$ cat config.mk
export PLATFORM = sky130hd
export DESIGN_NAME = rr_req_enc_flat
export DESIGN_NICKNAME = d
export VERILOG_FILES = /design/src/rtl/rr_req_enc_pkg.sv /design/src/rtl/rr_req_enc_if.sv /design/src/rtl/rr_pri_enc.sv /design/src/rtl/rr_req_enc.sv /design/src/flat_wrapper.sv
export SDC_FILE = /design/constraint.sdc
export NUM_CORES = 1
export LEC_CHECK = 0
export ABC_AREA = 1
export CAP_MARGIN = 20
export CORE_MARGIN = 2
export CORE_UTILIZATION = 50
export DETAILED_ROUTE_END_ITERATION = 10
export GPL_ROUTABILITY_DRIVEN = 1
export GPL_TIMING_DRIVEN = 0
export PLACE_DENSITY = 0.76
export SLEW_MARGIN = 20
export SYNTH_ARGS = -nofsm -noshare
export SYNTH_HDL_FRONTEND = slang
export SYNTH_HIERARCHICAL = 1
export SYNTH_SLANG_ARGS = --single-unit
$ cat constraint.sdc
create_clock -name clk -period 7.3 [get_ports clk]
set_input_delay 1.46 -clock clk [delete_from_list [all_inputs] [get_ports clk]]
set_output_delay 1.46 -clock clk [all_outputs]
set_load 0.05 [all_outputs]
$ cat src/rtl/rr_req_enc_pkg.sv
// Shared definitions for the round-robin request encoder.
// Active-level macros match stddef.vh when that header is absent.
`ifndef High
`define High 1'b1
`endif
`ifndef Low
`define Low 1'b0
`endif

package rr_req_enc_pkg;
  localparam int DEF_IN = 4;
  localparam bit ACT_HIGH = `High;
  localparam bit ACT_LOW = `Low;
endpackage

$ cat src/rtl/rr_req_enc_if.sv
// Valid/ready index stream between encoder and consumer.
import rr_req_enc_pkg::*;

interface rr_req_enc_if #(
  parameter int IN = DEF_IN
);
  logic          valid;
  logic          ready;
  logic [IN-1:0] idx;

  modport master (output valid, output idx, input ready);
  modport slave (input valid, input idx, output ready);
endinterface

$ cat src/rtl/rr_pri_enc.sv
// Rotating priority encoder: first set bit of vec at or above ptr,
// wrapping modulo OUT.
import rr_req_enc_pkg::*;

module rr_pri_enc #(
  parameter int IN  = DEF_IN,
  parameter int OUT = 1 << IN
) (
  input  logic [OUT-1:0] vec,
  input  logic [IN-1:0]  ptr,
  output logic [IN-1:0]  sel,
  output logic           found
);

  logic [2*OUT-1:0] dbl;
  logic [OUT-1:0]   rot;
  logic [IN-1:0]    pe;

  assign dbl = {vec, vec} >> ptr;
  assign rot = dbl[OUT-1:0];

  always_comb begin
    pe = '0;
    for (int i = OUT - 1; i >= 0; i--) begin
      if (rot[i]) pe = IN'(i);
    end
  end

  // IN-bit add wraps modulo OUT
  assign sel   = pe + ptr;
  assign found = |vec;

endmodule

$ cat src/rtl/rr_req_enc.sv
// Multi-hot request vector to binary index stream, one index per
// handshake, issued round-robin from a pending register.
import rr_req_enc_pkg::*;

module rr_req_enc #(
  parameter int IN  = DEF_IN,
  parameter int OUT = 1 << IN,
  parameter bit ACT = `High
) (
  input  logic           clk,
  input  logic           reset,
  input  logic           clr,
  input  logic [OUT-1:0] req,
  rr_req_enc_if.master   out,
  output logic [OUT-1:0] pend,
  output logic           empty
);

  logic [OUT-1:0] r;
  logic [OUT-1:0] cand;
  logic [IN-1:0]  ptr;
  logic [IN-1:0]  s;
  logic [IN-1:0]  idx_q;
  logic           valid_q;
  logic           found;
  logic           load;

  assign r    = ACT ? req : ~req;
  assign cand = pend | r;
  assign load = !valid_q || out.ready;

  rr_pri_enc #(
    .IN  (IN),
    .OUT (OUT)
  ) u_pri (
    .vec   (cand),
    .ptr   (ptr),
    .sel   (s),
    .found (found)
  );

  always_ff @(posedge clk or posedge reset) begin
    if (reset) begin
      pend    <= '0;
      ptr     <= '0;
      valid_q <= 1'b0;
      idx_q   <= '0;
    end else if (clr) begin
      pend    <= '0;
      ptr     <= '0;
      valid_q <= 1'b0;
      idx_q   <= '0;
    end else if (load) begin
      if (found) begin
        valid_q <= 1'b1;
        idx_q   <= s;
        ptr     <= s + IN'(1);
        pend    <= cand & ~(OUT'(1) << s);
      end else begin
        valid_q <= 1'b0;
        pend    <= cand;
      end
    end else begin
      // output stalled: keep collecting strobes
      pend <= cand;
    end
  end

  assign out.valid = valid_q;
  assign out.idx   = idx_q;
  assign empty     = (pend == '0) && !valid_q;

endmodule

$ cat src/flat_wrapper.sv
// flat-port wrapper written by rule: the top's interface ports become plain ports
module rr_req_enc_flat 
#(
  parameter int IN  = DEF_IN,
  parameter int OUT = 1 << IN,
  parameter bit ACT = `High
)
  (clk, reset, clr, req, pend, empty, out_valid, out_idx, out_ready);
  rr_req_enc_if #(.IN(IN)) out_i ();
  input  logic clk;
  input  logic reset;
  input  logic clr;
  input  logic [OUT-1:0] req;
  output logic [OUT-1:0] pend;
  output logic empty;
  output wire logic [$bits(out_i.valid)-1:0] out_valid;
  output wire logic [$bits(out_i.idx)-1:0] out_idx;
  input wire logic [$bits(out_i.ready)-1:0] out_ready;
  assign out_valid = out_i.valid;
  assign out_idx = out_i.idx;
  assign out_i.ready = out_ready;
  rr_req_enc #(.IN(IN), .OUT(OUT), .ACT(ACT)) u_core (.clk(clk), .reset(reset), .clr(clr), .req(req), .out(out_i), .pend(pend), .empty(empty));
endmodule
==> impl_results.md, run 1 <==
* Filler cell count at between 400 and 500
* Width of the die at roughly 76 um
* P_leak at 1.57 nW
* Final nets at around 470
* Total grt overflow at 0
* Detailed placement HPWL at 5650 um
* Layout cell share with drive strength beyond 1 at 0.155
* Clock-pin slew on the worst setup and hold paths at 0.09 ns
* Mapped Area at between 2000 and 3000 um^2
* Relative slew slack at 0.548
* Total CTS buffers at 3
* Async SR Flop Fraction at 1.00
* Critical-path top delay cell: xor2_1
* Hold Crit Depth at 2
* Worst Max-Slew Pin Slew at 0.673 ns
* Top post-synthesis cells by count: nand2_1 (109), nand3_1 (68), nor2_1 (44)
* Post-place setup slack at between 1.5 and 2 ns
* Row count at 26
* Hold Vio Cnt, Final at 0
* First drt pass iteration count at 5
* Net count after synthesis at 424
* Setup violations, final at 0
* Worst min path class: register to register
* Via Count at 2767
* Synth warn at 6
* Largest net degree at the start of global routing at 26
* Top Family by Delay on Critical Path: simple AND/OR/NAND/NOR gates
* Clock H-tree levels at 1
* DIE HEIGHT at approximately 76 um
* Final min period at 5.14 ns
* CP arrival at between 5 and 6 ns
* Crit end category: register
* Setup Fix Bufs, Post-CTS at 0
* Cts repair resizes at 0
* Initial antenna violation count at 0
* Met1 usage at 0.343
* Max FO, Critical Path at 7
* Setup TNS at 0 ns
* WP buf/inv at 2
* R2R cell count at 25
* Most used routing layer: met2
* Core Area at 5040 um^2
* Critical Path Source Type: input port
* Type of the worst setup path: input port to register
* Final setup margin at 2.16 ns
* Slowest cell delay on critical path at 0.47 ns
* Worst vdd ir at about 0.00027 V
* Register area share after synthesis at 0.244
* Root buffer cell: clkbuf_8
* Met2 Usage GRT at 0.472
* Most numerous cell in the Yosys netlist: nand2_1
* Fin crit share at 0.704
* Max-slew violations at 0
* Grt met3 use at 0.0198
* First-pass GRT wire length at 11700 um
* P&R area growth vs syn at 21.8%
* Vias in the first global route at about 2600
* Post-Synthesis Cells at 394
* Avg Vias per Cell at about 5.4
* Most common cell on crit path: nand2_1
* Required time worst endpoint at approximately 7.5 ns
* Max Fclk at about 0.2 GHz
* Ys flop type: dfrtp_1
* Gpl congestion at 0.949
* EDFF count, synth at 0
* Post-DRT Antenna Nets at 0
* PortBufs at a little over 40
* Top cell type by total area after synthesis: dfrtp_1
* Pwr Density at 433 nW/um^2
* Final wirelength at 7070 um
* Clock Skew at between 0.004 and 0.005 ns
* Hold bufs inserted after CTS at 0
* Drt drc at 0
* RSZ-0062 raised after global routing: no
* Netlist cell types at 33
* DR WL/cell at ~14 um
* DR iter-0 viols at between 200 and 250
* Ports at between 40 and 50
* Clock buffer depth at 2
* Max Cap Viol at 0
* Seq cells post-synth at 25
* Ranking of synthesized cells by area: dfrtp_1 (24%), nand2_1 (16%), nand3_1 (13%), nor2_1 (6.4%), nand3_2 (5.5%)
* Stages on worst setup path at 26
* Clock Latency Late Sink at approximately 0.27 ns
* Starting Density at 0.509
* Status: finished clean
* CTS tree: built
* Avg Cell Area, Syn at roughly 6.5 um^2
* Area share of the largest cell type after synthesis at 0.244
* Ant diodes at 0
* Clock sink count at 25
* DIE AREA at between 5000 and 6000 um^2
* Overall Global Routing Usage at 0.266
==> sequential cells by signal, indices dropped and copies added, names as in the netlist <==
signal / count
u_core/out.idx: 4
u_core/out.valid: 1
u_core/pend: 16
u_core/ptr: 4
==> area by class of cell <==
type	count	area [um^2]	area share
multi-input combinational	316	1650	0.528
clock buffer	4	45.0	0.0144
timing repair buffer	42	425	0.136
inverter	37	149	0.0477
sequential	25	626	0.200
tap	70	87.6	0.0280
buffer	16	140	0.0449
==> power by group <==
part / total (mW) / leakage (nW) / switching [mW] / internal, mW
Sequential: 0.199 / 0.321 / 0.0251 / 0.174
Combinational: 1.07 / 1.23 / 0.703 / 0.366
Clock: 0.0826 / 0.0228 / 0.0436 / 0.0390
Total: 1.35 / 1.57 / 0.772 / 0.579
==> layer usage <==
layer  up-vias  share of wire
li1       1373              -
met1      1273           0.44
met2       100           0.49
met3        21          0.049
met4         0          0.025
met5         -              0
==> stage by stage <==
stage,utilization,total power [mW],cells,area [um^2],hold WS (ns)
3_3_place_gp,0.607,1.22,505,3060,0.495
6_report,0.619,1.35,510,3120,0.530
3_5_place_dp,0.607,1.24,505,3060,0.508
4_1_cts,0.616,1.34,509,3110,0.529
2_1_floorplan,-,0.993,394,2560,0.470
5_1_grt,0.619,1.49,510,3120,0.557
==> cells in the final DEF, fill, tap and decap left out, types with 2 or more instances in the layout <==
cell type / synthesis / final
o21ai_0: 15 / 15
a21oi_1: 8 / 8
clkdlybuf4s50_1: 0 / 41
dfrtp_1: 25 / 25
nand4_1: 4 / 4
clkbuf_8: 0 / 3
and2_1: 2 / 2
buf_2: 6 / 6
nor2_1: 44 / 44
nor4_1: 4 / 4
nand2_1: 109 / 109
nand2_4: 6 / 6
buf_8: 1 / 2
o21ai_1: 4 / 4
inv_1: 32 / 32
or2_2: 13 / 13
nand3_1: 68 / 68
o21ai_2: 2 / 2
buf_4: 4 / 4
buf_6: 4 / 4
nand2_2: 5 / 5
nand3_2: 14 / 14
xor2_1: 2 / 2
inv_2: 3 / 3
ha_1: 9 / 9
==> worst register-to-register path, cell delays in order (launching register included) <==
cell and delay (ns):
dfrtp_1 0.40, or2_2 0.35, nand2_1 0.14, nand3_1 0.13, nand3_1 0.13, nand3_1 0.09, o21ai_2 0.10, nand2_1 0.07
nand2_1 0.05, nand2_1 0.04, nand2_1 0.05, nand2_1 0.05, nand2_1 0.06, nand2_1 0.04, nand2_1 0.06, nand2_1 0.04
nand2_1 0.06, nand2_1 0.05, nand2_1 0.05, a21oi_1 0.07, ha_1 0.22, fa_1 0.38, xor2_1 0.47, inv_1 0.24
ha_1 0.37, o21ai_0 0.15
==> final timing paths <==
check,from,endpoint,slack [ns]
worst max register to register,u_core/pend[4]$_DFF_PP0_,u_core/ptr[2]$_DFFE_PP0P_,3.36
worst min-delay path,u_core/out.idx[2]$_DFFE_PP0P_,u_core/out.idx[2]$_DFFE_PP0P_,0.53
worst max-delay path,req[4],u_core/ptr[2]$_DFFE_PP0P_,2.16
max in group asynchronous,reset,u_core/pend[8]$_DFF_PP0_,5.45
min in group asynchronous,reset,u_core/pend[3]$_DFF_PP0_,1.42
worst min register to register,u_core/out.idx[2]$_DFFE_PP0P_,u_core/out.idx[2]$_DFFE_PP0P_,0.53
==> kinds of logic (layout without fill, tap and decap cells) <==
family,after synthesis,after routing,synth area share
adder cells (fa/ha/maj),10,10,0.0517
XOR/XNOR,3,3,0.0102
AO/OA/AOI/OAI,33,33,0.0732
buffers and inverters,53,99,0.113
flip-flops,25,25,0.244
AND/OR/NAND/NOR,270,270,0.508
(Power assumes the default switching activity.)
==> run 2: changes to the inputs <==
==> constraint.sdc (replaced) <==
create_clock -name clk -period 5.2 [get_ports clk]
set_input_delay 1.04 -clock clk [delete_from_list [all_inputs] [get_ports clk]]
set_output_delay 1.04 -clock clk [all_outputs]
set_load 0.05 [all_outputs]
==> results of run 2 <==
Same layout as run 1 (identical final DEF). Status: finished clean.
Among the figures that moved: setup slack after placement 2.00 ns -> 0.317 ns; setup slack after layout 2.16 ns -> 0.478 ns; register-to-register setup slack 3.36 ns -> 1.26 ns; total power 1.35 mW -> 1.90 mW; worst IR drop on VDD 0.000270 V -> 0.000379 V
